===== config.mk =====
export PLATFORM = sky130hd
export DESIGN_NAME = sma_decim_fifo
export DESIGN_NICKNAME = d
export VERILOG_FILES = /design/src/rtl/sma_pkg.sv /design/src/rtl/sma_sample_fifo.sv /design/src/rtl/sma_decim_fifo.sv
export SDC_FILE = /design/constraint.sdc
export NUM_CORES = 1
export LEC_CHECK = 0
export ABC_AREA = 1
export CAP_MARGIN = 10
export CORE_MARGIN = 2
export CORE_UTILIZATION = 54
export DETAILED_ROUTE_END_ITERATION = 16
export PLACE_DENSITY = 0.79
export SLEW_MARGIN = 30
export SYNTH_ARGS = -nofsm -noshare
export SYNTH_HDL_FRONTEND = slang
export SYNTH_SLANG_ARGS = --single-unit
export TNS_END_PERCENT = 100

===== constraint.sdc =====
create_clock -name clk -period 3.3 [get_ports clk]
set_clock_uncertainty 0.2 [all_clocks]
set_input_delay 0.99 -clock clk [delete_from_list [all_inputs] [get_ports clk]]
set_output_delay 0.99 -clock clk [all_outputs]
set_load 0.005 [all_outputs]

===== src/rtl/sma_pkg.sv =====
// Shared types and constants for the SMA filter output path.
// Sample width, drop counter width and FIFO level sizing live here.
package sma_pkg;

    localparam int DATA_W = 16;
    localparam int DROP_W = 8;

    typedef logic signed [DATA_W-1:0] sma_sample_t;

    // Level must represent 0..depth inclusive, hence depth+1 states.
    function automatic int level_w(input int depth);
        return $clog2(depth + 1);
    endfunction

endpackage


===== src/rtl/sma_sample_fifo.sv =====
// FWFT synchronous FIFO: a write appears on dout_o one cycle later when empty.
// Backpressure: a push into a full FIFO is ignored unless a pop happens in the same cycle.
module sma_sample_fifo
    import sma_pkg::*;
#(
    parameter int WIDTH = 16,
    parameter int DEPTH = 4
) (
    input  logic                        clk,
    input  logic                        rst,
    input  logic                        flush_i,
    input  logic                        push_i,
    input  logic                        pop_i,
    input  logic [WIDTH-1:0]            din_i,
    output logic [WIDTH-1:0]            dout_o,
    output logic [level_w(DEPTH)-1:0]   level_o,
    output logic                        full_o,
    output logic                        empty_o
);

    localparam int PTR_W = $clog2(DEPTH);
    localparam int LVL_W = level_w(DEPTH);

    logic [WIDTH-1:0] mem_q [DEPTH];
    logic [PTR_W-1:0] wr_ptr_q, wr_ptr_d;
    logic [PTR_W-1:0] rd_ptr_q, rd_ptr_d;
    logic [LVL_W-1:0] level_q, level_d;
    logic             do_push, do_pop;

    // Full/empty come from the level count, so pointers may wrap freely.
    assign empty_o = (level_q == '0);
    assign full_o  = (level_q == LVL_W'(DEPTH));
    assign do_pop  = pop_i && !empty_o && !flush_i;
    assign do_push = push_i && (!full_o || do_pop) && !flush_i;

    always_comb begin
        wr_ptr_d = wr_ptr_q;
        rd_ptr_d = rd_ptr_q;
        level_d  = level_q;
        if (flush_i) begin
            wr_ptr_d = '0;
            rd_ptr_d = '0;
            level_d  = '0;
        end else begin
            if (do_push) wr_ptr_d = wr_ptr_q + 1'b1;
            if (do_pop)  rd_ptr_d = rd_ptr_q + 1'b1;
            case ({do_push, do_pop})
                2'b10:   level_d = level_q + 1'b1;
                2'b01:   level_d = level_q - 1'b1;
                default: level_d = level_q;
            endcase
        end
    end

    always_ff @(posedge clk or negedge rst) begin
        if (!rst) begin
            wr_ptr_q <= '0;
            rd_ptr_q <= '0;
            level_q  <= '0;
        end else begin
            wr_ptr_q <= wr_ptr_d;
            rd_ptr_q <= rd_ptr_d;
            level_q  <= level_d;
        end
    end

    always_ff @(posedge clk) begin
        if (do_push) mem_q[wr_ptr_q] <= din_i;
    end

    assign dout_o  = empty_o ? '0 : mem_q[rd_ptr_q];
    assign level_o = level_q;

endmodule


===== src/rtl/sma_decim_fifo.sv =====
// Keeps every DECIM-th valid SMA sample and buffers it for a valid/ready consumer; 1-cycle push-to-out latency.
// Backpressure: when full without a pop, kept samples are dropped and counted (sticky overflow).
module sma_decim_fifo
    import sma_pkg::*;
#(
    parameter int DATA_W = sma_pkg::DATA_W,
    parameter int DECIM  = 4,
    parameter int DEPTH  = 4,
    parameter int DROP_W = sma_pkg::DROP_W
) (
    input  logic                        clk,
    input  logic                        rst,
    input  logic                        clr,
    input  logic signed [DATA_W-1:0]    x,
    input  logic                        x_valid,
    output logic signed [DATA_W-1:0]    out_data,
    output logic                        out_valid,
    input  logic                        out_ready,
    output logic [level_w(DEPTH)-1:0]   level,
    output logic                        overflow,
    output logic [DROP_W-1:0]           drop_cnt
);

    localparam int              PH_W    = (DECIM > 1) ? $clog2(DECIM) : 1;
    localparam logic [PH_W-1:0] PH_LAST = PH_W'(DECIM - 1);

    logic [PH_W-1:0]   phase_q, phase_d;
    logic              ovf_q, ovf_d;
    logic [DROP_W-1:0] drop_q, drop_d;
    logic              keep, pop, drop;
    logic              fifo_full, fifo_empty;
    logic [DATA_W-1:0] fifo_dout;

    assign keep = x_valid && (phase_q == PH_LAST);
    assign pop  = out_valid && out_ready;
    // A pop in the same cycle frees the slot, so only an unpopped full FIFO drops.
    assign drop = keep && fifo_full && !pop && !clr;

    always_comb begin
        phase_d = phase_q;
        ovf_d   = ovf_q;
        drop_d  = drop_q;
        if (clr) begin
            phase_d = '0;
            ovf_d   = 1'b0;
            drop_d  = '0;
        end else begin
            if (x_valid) phase_d = keep ? '0 : phase_q + 1'b1;
            if (drop) begin
                ovf_d = 1'b1;
                if (drop_q != '1) drop_d = drop_q + 1'b1;
            end
        end
    end

    always_ff @(posedge clk or negedge rst) begin
        if (!rst) begin
            phase_q <= '0;
            ovf_q   <= 1'b0;
            drop_q  <= '0;
        end else begin
            phase_q <= phase_d;
            ovf_q   <= ovf_d;
            drop_q  <= drop_d;
        end
    end

    sma_sample_fifo #(
        .WIDTH (DATA_W),
        .DEPTH (DEPTH)
    ) u_fifo (
        .clk     (clk),
        .rst     (rst),
        .flush_i (clr),
        .push_i  (keep),
        .pop_i   (pop),
        .din_i   (x),
        .dout_o  (fifo_dout),
        .level_o (level),
        .full_o  (fifo_full),
        .empty_o (fifo_empty)
    );

    assign out_data  = fifo_dout;
    assign out_valid = !fifo_empty;
    assign overflow  = ovf_q;
    assign drop_cnt  = drop_q;

endmodule


---- Yosys cells after proc, flatten, opt, wreduce, memory -nomap -nowiden ----
Memories as Yosys holds them, arrays and structs flattened.
Index checks and enable logic that the tools add are counted.
W data, S select, Z words.
word-level totals
  register bits ........................... 18
  memory bits (writable) .................. 64
  input bits .............................. 21
  output and inout port bits .............. 29
  word-level logic and storage cells ...... 57
  memories kept ........................... 1
operators by class
  add/sub/neg operators ................... 6
  eq/ne operators ......................... 5
  multiplexer cells ....................... 17
  reduce and logical (&&, ||, !) cells .... 22
memory list
  name          words  width  rd ports  clocked after Yosys merged registers in  write ports  RTL line               source
  u_fifo.mem_q  4      16     1         0                                        1            sma_sample_fifo.sv:24  logic [WIDTH-1:0] mem_q [DEPTH];
operator list
  operator               number
  $mux W8                3
  $mux W16               1
  $mux W2                7
  $reduce_bool A2 Y1     5
  $logic_and A1 B1 Y1    9
  $add A8 B1 Y8 const B  1
  $ne A8 B8 Y1 const B   1
  $add A2 B1 Y2 const B  3
  $pmux W3 S2            1
  $eq A2 B2 Y1 const B   2
  $logic_not A1 Y1       4
  $mux W1                4
  $add A3 B1 Y3 const B  1
  $eq A3 B3 Y1 const B   1
  $logic_not A3 Y1       1
  $mux W3                1
  $reduce_bool A3 Y1     1
  $sub A3 B1 Y3 const B  1
  $eq A2 B1 Y1 const B   1
  $reduce_and A2 Y1      1
  $logic_or A1 B1 Y1     1

---- Longest topological paths before layout ----
Gate-level depths: netlist of run 1.
  depth in word-level cells ............... 11
  mapped depth ............................ 13
  gate-level depth less buffers ........... 13

---- Cells and area by module ----
Synthesis of run 1 repeated with hierarchy kept, for this count alone.
unflattened totals
  cell total of the unflattened synthesis .. 349
  area total of the unflattened synthesis .. 3683.5 um2
modules (own cells, without submodules)
  module           times used  cells an instance  area an instance (um2)  seq. area each (um2)
  sma_sample_fifo  1           261                3017.9                  2097.0
  sma_decim_fifo   1           88                 665.6                   275.3

---- Worst setup path before layout of run 1 ----
OpenSTA, ideal clock, no wires.
  path kind ............................... input -> register
  start point ............................. input clr
  end point ............................... memory u_fifo.mem_q[0][0] (enable)
  library setup time ...................... 0.389 ns
  data arrival time ....................... 2.341 ns
  required time ........................... 2.711 ns
  path slack .............................. 0.370 ns
  cell stages on the path ................. 6
  buffers on the path ..................... 1
  cells stage by stage .................... buf_2 -> o211ai_1 -> nand2_1 -> nor2_1 -> inv_1 -> nor2_1
on the way
  longest elaborated chain between the ends .. 7
RTL lines
  what                               RTL line                                      source
  from (decl)                        sma_decim_fifo.sv:13                          input logic clr,
  $logic_not A1 Y1 (*)               sma_sample_fifo.sv:33, sma_sample_fifo.sv:34
  $logic_and A1 B1 Y1                sma_sample_fifo.sv:33                         assign do_pop = pop_i && !empty_o && !flush_i;
  $logic_or A1 B1 Y1                 sma_sample_fifo.sv:34                         assign do_push = push_i && (!full_o || do_pop) && !flush_i;
  $logic_and A1 B1 Y1                sma_sample_fifo.sv:34
  $logic_and A1 B1 Y1 (*)            sma_sample_fifo.sv:34
  $mux W1 (*)                        sma_sample_fifo.sv:68                         if (do_push) mem_q[wr_ptr_q] <= din_i;
  $mux W1 (not written as such) (*)  sma_sample_fifo.sv:68
  to (decl)                          sma_sample_fifo.sv:24
Mark *: on every way between the ends. The rest lies on a longest branch, timed or not.

---- Worst setup path in the final report of run 1 ----
  start point ............................. register u_fifo.rd_ptr_q[0]
  end point ............................... output out_data[8]
on the way
  longest elaborated chain between the ends .. 2
RTL lines
  what                    RTL line               source
  from (decl)             sma_sample_fifo.sv:26  logic [PTR_W-1:0] rd_ptr_q, rd_ptr_d;
  from (signal assigned)  sma_sample_fifo.sv:62  rd_ptr_q <= rd_ptr_d;
  $mem_v2 Z4 W16          --
  $mux W16                sma_sample_fifo.sv:71  assign dout_o = empty_o ? '0 : mem_q[rd_ptr_q];
  to (decl)               sma_decim_fifo.sv:16   output logic signed [DATA_W-1:0] out_data,
Every way passes these cells.

==> flow_metrics.env, run 1 <==
export IMPL_setup_violations=0
export IMPL_initial_core_util_pct=56.3
export IMPL_gp_congestion=0.812
export IMPL_wl_per_cell_um=15.8
export IMPL_multiInputGateArea_um2=1070
export IMPL_power_density_nw_per_um2=594
export IMPL_maxCapViolations=0
export IMPL_synth_edff_count=64
export IMPL_crit_required_ns=2.11
export IMPL_rows=29
export IMPL_startpoint_type="flip-flop"
export IMPL_numCtsBuffers=9
export IMPL_p_clk_share_pct=27.1
export IMPL_die_y_um=85.6
export IMPL_fillers=468
export IMPL_area_delta_synth_final_pct=24.2
export IMPL_finalNonFillerCells=477
export IMPL_yosysTopAreaCell="edfxtp_1"
export IMPL_viasPerCell=5.38
export IMPL_drive_gt1_share_pct=10.3
export IMPL_nets=423
export IMPL_max_clock_freq_mhz=312
export IMPL_place_hpwl_um=4960
export IMPL_period_minus_slack_ns=3.20
export IMPL_synth_most_common_cell="nor2_1"
export IMPL_clk_pin_slew_worst_paths_ns=0.09
export IMPL_synth_main_ff_cell="edfxtp_1"
export IMPL_ys_seq_elements=82
export IMPL_vdd_drop_max_mv=0.384
export IMPL_antennaDiodeCount=0
export IMPL_synth_area_top_cells="edfxtp_1 (53%), dfrtp_1 (13%), nor2_1 (8.1%)"
export IMPL_cts_tree="done"
export IMPL_vias=2567
export IMPL_timing_final_crit_share_pct=97.0
export IMPL_drt_wl_total_um=7530
export IMPL_cts_setup_buffers=0
export IMPL_placed_cells=460
export IMPL_final_hold_violation_count=0
export IMPL_fin_tns_setup_ns=0
export IMPL_ys_async_sr_fraction_pct=22.0
export IMPL_seqPwrFrac_pct=44.4
export IMPL_end_kind="primary output"
export IMPL_switchingPower_uw=778
export IMPL_groute_usage_overall_pct=21.6
export IMPL_synth_top_cell_area_share_pct=53.5
export IMPL_drt_first_pass_iters=4
export IMPL_worstSetupPathType="reg -> out"
export IMPL_path_max_fanout=17
export IMPL_dieWidth_um=85.6
export IMPL_avgSynthCellArea_um2=10.7
export IMPL_synth_warnings=0
export IMPL_cp_data_arrival_time_ns=2.01
export IMPL_worstSkewPairLatency_ns=0.34
export IMPL_rsz0062_at_grt="false"
export IMPL_cts_root_buffer="clkbuf_8"
export IMPL_postCtsHoldBufs=0
export IMPL_worstMarginPinSlew_ns=0.272
export IMPL_ant_nets=0
export IMPL_slew_violations=0
export IMPL_status="finished, final reports clean"
export IMPL_grt_pass1_vias=2474
export IMPL_switching_share_pct=29.4
export IMPL_p_int_uw=1870
export IMPL_io_pins=50
export IMPL_htree_levels=3
export IMPL_cts_sinks=82
export IMPL_portBuffers=49
export IMPL_grt_max_degree=34
export IMPL_drc=0
export IMPL_first_iter_violations=205
export IMPL_max_slew_margin_pct=81.8
export IMPL_hold_class="reg -> reg"
export IMPL_core_area_um2=6390
export IMPL_clock_path_buffers=2
export IMPL_synthesis_nets=363
export IMPL_antenna_found_initial=0
export IMPL_die_area_um2=7330
export IMPL_synth_cells=335
export IMPL_pwr_share_comb_pct=28.5
export IMPL_register_area_um2=2380
export IMPL_overflow=0
export IMPL_synth_commonest_cells="nor2_1 (78), edfxtp_1 (64), nand2_1 (38)"
export IMPL_synth_seq_area_share_pct=66.0
export IMPL_grt_pass1_wl_um=12000
export IMPL_leakage_uw=0.00171
export IMPL_yosysUniqueCellTypes=28
export IMPL_synthesis_area_um2=3590
[logic make-up after synthesis]
family	Yosys count	synth area share [%]
flops	82	66.0
compound gates	64	9.40
buf+inv	38	4.35
simple gates	140	16.6
fa+ha+maj	7	2.65
xor+xnor	4	0.975
[layer usage]
| layer | GRT usage [%] | wire [µm] |
|---|---|---|
| met5 | 0 | 0 |
| met1 | 27.1 | 2940 |
| met2 | 37.4 | 4120 |
| met3 | 3.85 | 380 |
| met4 | 8.95 | 93 |
[power groups by stage]
stage	Clock (µW)	Combinational (µW)	Sequential, µW
floorplan	0	339	1180
global placement	0	698	1190
detailed placement	0	715	1190
CTS	728	723	1170
global route	773	829	1180
finish	719	754	1180
[worst max-delay path: stages (launching register included)]
cell             delay, ns
dfrtp_2               0.44
buf_12                0.17
nor2_1                0.06
nor2_1                0.16
o21ai_0               0.14
a21oi_1               0.19
clkdlybuf4s50_1       0.52
[cells in the final DEF (no fill, tap or decap)]
cell type,netlist,layout
nand4_2,1,1
inv_4,0,1
clkbuf_8,0,9
o211ai_1,1,1
nor3_4,1,1
nor3_1,2,2
nand3_1,10,10
dfrtp_2,0,4
nor2_4,2,2
nand4_1,5,5
buf_8,0,1
edfxtp_1,64,64
fa_1,1,1
xnor2_1,1,1
nand2_2,2,2
buf_6,0,1
a21oi_4,1,1
clkinv_1,1,2
dfrtp_1,18,14
clkinvlp_4,0,2
inv_1,23,23
o21ai_0,35,35
bufinv_16,0,1
nor2_1,78,78
nand2_1,38,38
inv_6,0,3
xor2_1,3,3
o21ai_1,5,5
clkbuf_16,0,1
ha_1,6,6
buf_12,0,1
o21ai_2,1,1
nand3b_1,1,1
buf_4,0,9
clkdlybuf4s50_1,0,49
a21oi_1,21,21
[sequential cells by signal (all words and copies together) (netlist names)]
register,flops
drop_cnt,8
u_fifo.rd_ptr_q,2
overflow,1
phase_q,2
u_fifo.level_o,3
u_fifo.wr_ptr_q,2
u_fifo.mem_q,64
[worst paths after layout]
| check | startpoint | to | slack, ns | cells after the start |
|---|---|---|---|---|
| setup / recovery | u_fifo.rd_ptr_q[0] | out_data[8] | 0.1 | 6 |
| hold / removal | overflow | overflow | 0.31 | 2 |
| setup reg to reg | u_fifo.level_o[0] | u_fifo.level_o[2] | 1.21 | 13 |
| hold reg to reg | overflow | overflow | 0.31 | 2 |
| max in group asynchronous | rst | u_fifo.level_o[2] | 1.91 | 2 |
| min in group asynchronous | rst | drop_cnt[3] | 0.77 | 2 |
[layout make-up]
cell class,count,share of cell area [%]
flip-flops and latches,82,53.3
multi-input cells,215,23.9
repair buffers,62,14.1
clock buffers,9,2.77
inverters,25,2.16
well taps,77,2.16
clock inverters,7,1.68
[timing repair]
item	CTS	global route
endpoints found under the hold margin	0	0
resized for setup	1	11
setup endpoints to repair	2	16
cloned	0	1
[per-stage QoR]
step	hold WS, ns	total power [µW]	setup slack (ns)	instance area, µm²	util (%)
6_report	0.315	2650	0.0983	4460	69.9
5_1_grt	0.363	2780	0.0110	4460	69.9
4_1_cts	0.318	2620	0.0494	4410	69.1
3_5_place_dp	0.297	1900	0.223	4210	65.9
3_3_place_gp	0.290	1890	0.308	4210	65.9
2_1_floorplan	0.291	1520	0.370	3590	-
Power figures use the tool's default switching activity.
==> run 2, diff against run 1 <==
--- a/config.mk
+++ b/config.mk
@@ -8,10 +8,10 @@
 export ABC_AREA = 1
 export CAP_MARGIN = 10
 export CORE_MARGIN = 2
-export CORE_UTILIZATION = 54
+export CORE_UTILIZATION = 53
 export DETAILED_ROUTE_END_ITERATION = 16
-export PLACE_DENSITY = 0.79
-export SLEW_MARGIN = 30
+export PLACE_DENSITY = 0.78
+export SLEW_MARGIN = 10
 export SYNTH_ARGS = -nofsm -noshare
 export SYNTH_HDL_FRONTEND = slang
 export SYNTH_SLANG_ARGS = --single-unit
==> flow_metrics.env, run 2 (synthesis results as in run 1) <==
export IMPL_ant_nets=0
export IMPL_crit_required_ns=2.11
export IMPL_r2r_start="u_fifo.level_o[0]"
export IMPL_timing_final_crit_share_pct=96.1
export IMPL_leakage_uw=0.00173
export IMPL_drt_first_pass_iters=5
export IMPL_first_iter_violations=214
export IMPL_initial_core_util_pct=53.8
export IMPL_grt_max_degree=33
export IMPL_antenna_found_initial=0
export IMPL_max_clock_freq_mhz=315
export IMPL_worstHoldStart="overflow"
export IMPL_max_slew_margin_pct=44.3
export IMPL_place_hpwl_um=4650
export IMPL_gp_congestion=0.879
export IMPL_rrSetupSlack_ns=1.16
export IMPL_antennaDiodeCount=0
export IMPL_final_common_cell="nor2_1"
export IMPL_worstSetupPathType="reg -> out"
export IMPL_largest_register_ffs=64
export IMPL_fin_tns_setup_ns=0
export IMPL_drive_gt1_share_pct=10.7
export IMPL_dieWidth_um=86.4
export IMPL_overflow=0
export IMPL_maxCapViolations=0
export IMPL_groute_usage_overall_pct=20.3
export IMPL_hold_class="reg -> reg"
export IMPL_clk_pin_slew_worst_paths_ns=0.08
export IMPL_grt_pass1_wl_um=11400
export IMPL_mostFrequentLayoutCells="nor2_1 (78), edfxtp_1 (64), clkdlybuf4s50_1 (49)"
export IMPL_numCtsBuffers=9
export IMPL_postCtsHoldBufs=0
export IMPL_finalNonFillerCells=482
export IMPL_cts_tree="done"
export IMPL_status="finished, final reports clean"
export IMPL_die_y_um=86.4
export IMPL_power_density_nw_per_um2=601
export IMPL_portBuffers=49
export IMPL_cts_root_buffer="clkbuf_8"
export IMPL_period_minus_slack_ns=3.17
export IMPL_final_hold_violation_count=0
export IMPL_io_pins=50
export IMPL_grt_pass1_vias=2490
export IMPL_worstMarginPinSlew_ns=0.832
export IMPL_slew_violations=0
export IMPL_wl_per_cell_um=14.5
export IMPL_cp_data_arrival_time_ns=1.98
export IMPL_core_area_um2=6680
export IMPL_rows=30
export IMPL_viasPerCell=5.43
export IMPL_end_kind="primary output"
export IMPL_die_area_um2=7460
export IMPL_path_max_fanout=32
export IMPL_vdd_drop_max_mv=0.416
export IMPL_crit_start="u_fifo.rd_ptr_q[0]"
export IMPL_worstSkewPairLatency_ns=0.36
export IMPL_rsz0062_at_grt="false"
export IMPL_drc=0
export IMPL_vias=2615
export IMPL_startpoint_type="flip-flop"
export IMPL_cts_sinks=82
export IMPL_largest_register="u_fifo.mem_q"
export IMPL_drt_wl_total_um=6980
export IMPL_htree_levels=3
export IMPL_nets=425
export IMPL_setup_violations=0
export IMPL_clock_path_buffers=2
export IMPL_area_delta_synth_final_pct=24.5
export IMPL_placed_cells=466
## run 2: path summary, 6_finish.rpt
check / to / depth (start not counted)
min reg2reg: overflow / 2
max: out_data[0] / 6
max reg2reg: u_fifo.level_o[2] / 13
min: overflow / 2
min in group asynchronous: u_fifo.rd_ptr_q[0] / 1
max in group asynchronous: u_fifo.level_o[0] / 1
## run 2: area by class of cell
type,count,area [µm²]
Clock buffer,9,124
Fill cell,487,2210
Inverter,25,93.8
Clock inverter,7,100
Sequential cell,82,2380
Tap cell,80,100
Multi-Input combinational cell,215,1070
Timing Repair Buffer,64,616
## run 2: layer usage
metal	track usage (%)	vias up	share of wire, %
met1	27.5	1244	45
met5	0	-	0
li1	-	1263	-
met3	5.71	18	5.2
met2	31.0	90	47
met4	8.81	0	2.7
## run 2: timing repair
action	in CTS	in global routing
buffers inserted	0	0
resized for setup	1	5
setup endpoints to repair	1	3
gates cloned	0	0
## run 2: power by group
group	internal (µW)	total (µW)	switching, µW
sequential	1140	1170	32.8
combinational	358	713	356
clock	434	805	371
## run 2: metrics by stage
stage               instance area [µm²]  setup WS (ns)  hold slack, ns  util, %  power (µW)
detailed placement                 4240          0.176           0.305     63.4        1890
CTS                                4460         0.0547           0.324     66.8        2700
floorplan                          3590          0.370           0.291        -        1520
finish                             4480          0.128           0.318     67.0        2690
global placement                   4240          0.245           0.284     63.4        1880
global route                       4480         0.0242           0.382     67.0        2830
## run 2: worst max-delay path, stage by stage, from the launching register on
cell             delay [ns]
dfrtp_1                0.43
buf_12                 0.20
nor2_1                 0.06
nor2_1                 0.09
o21ai_0                0.09
a21oi_1                0.20
clkdlybuf4s50_1        0.53
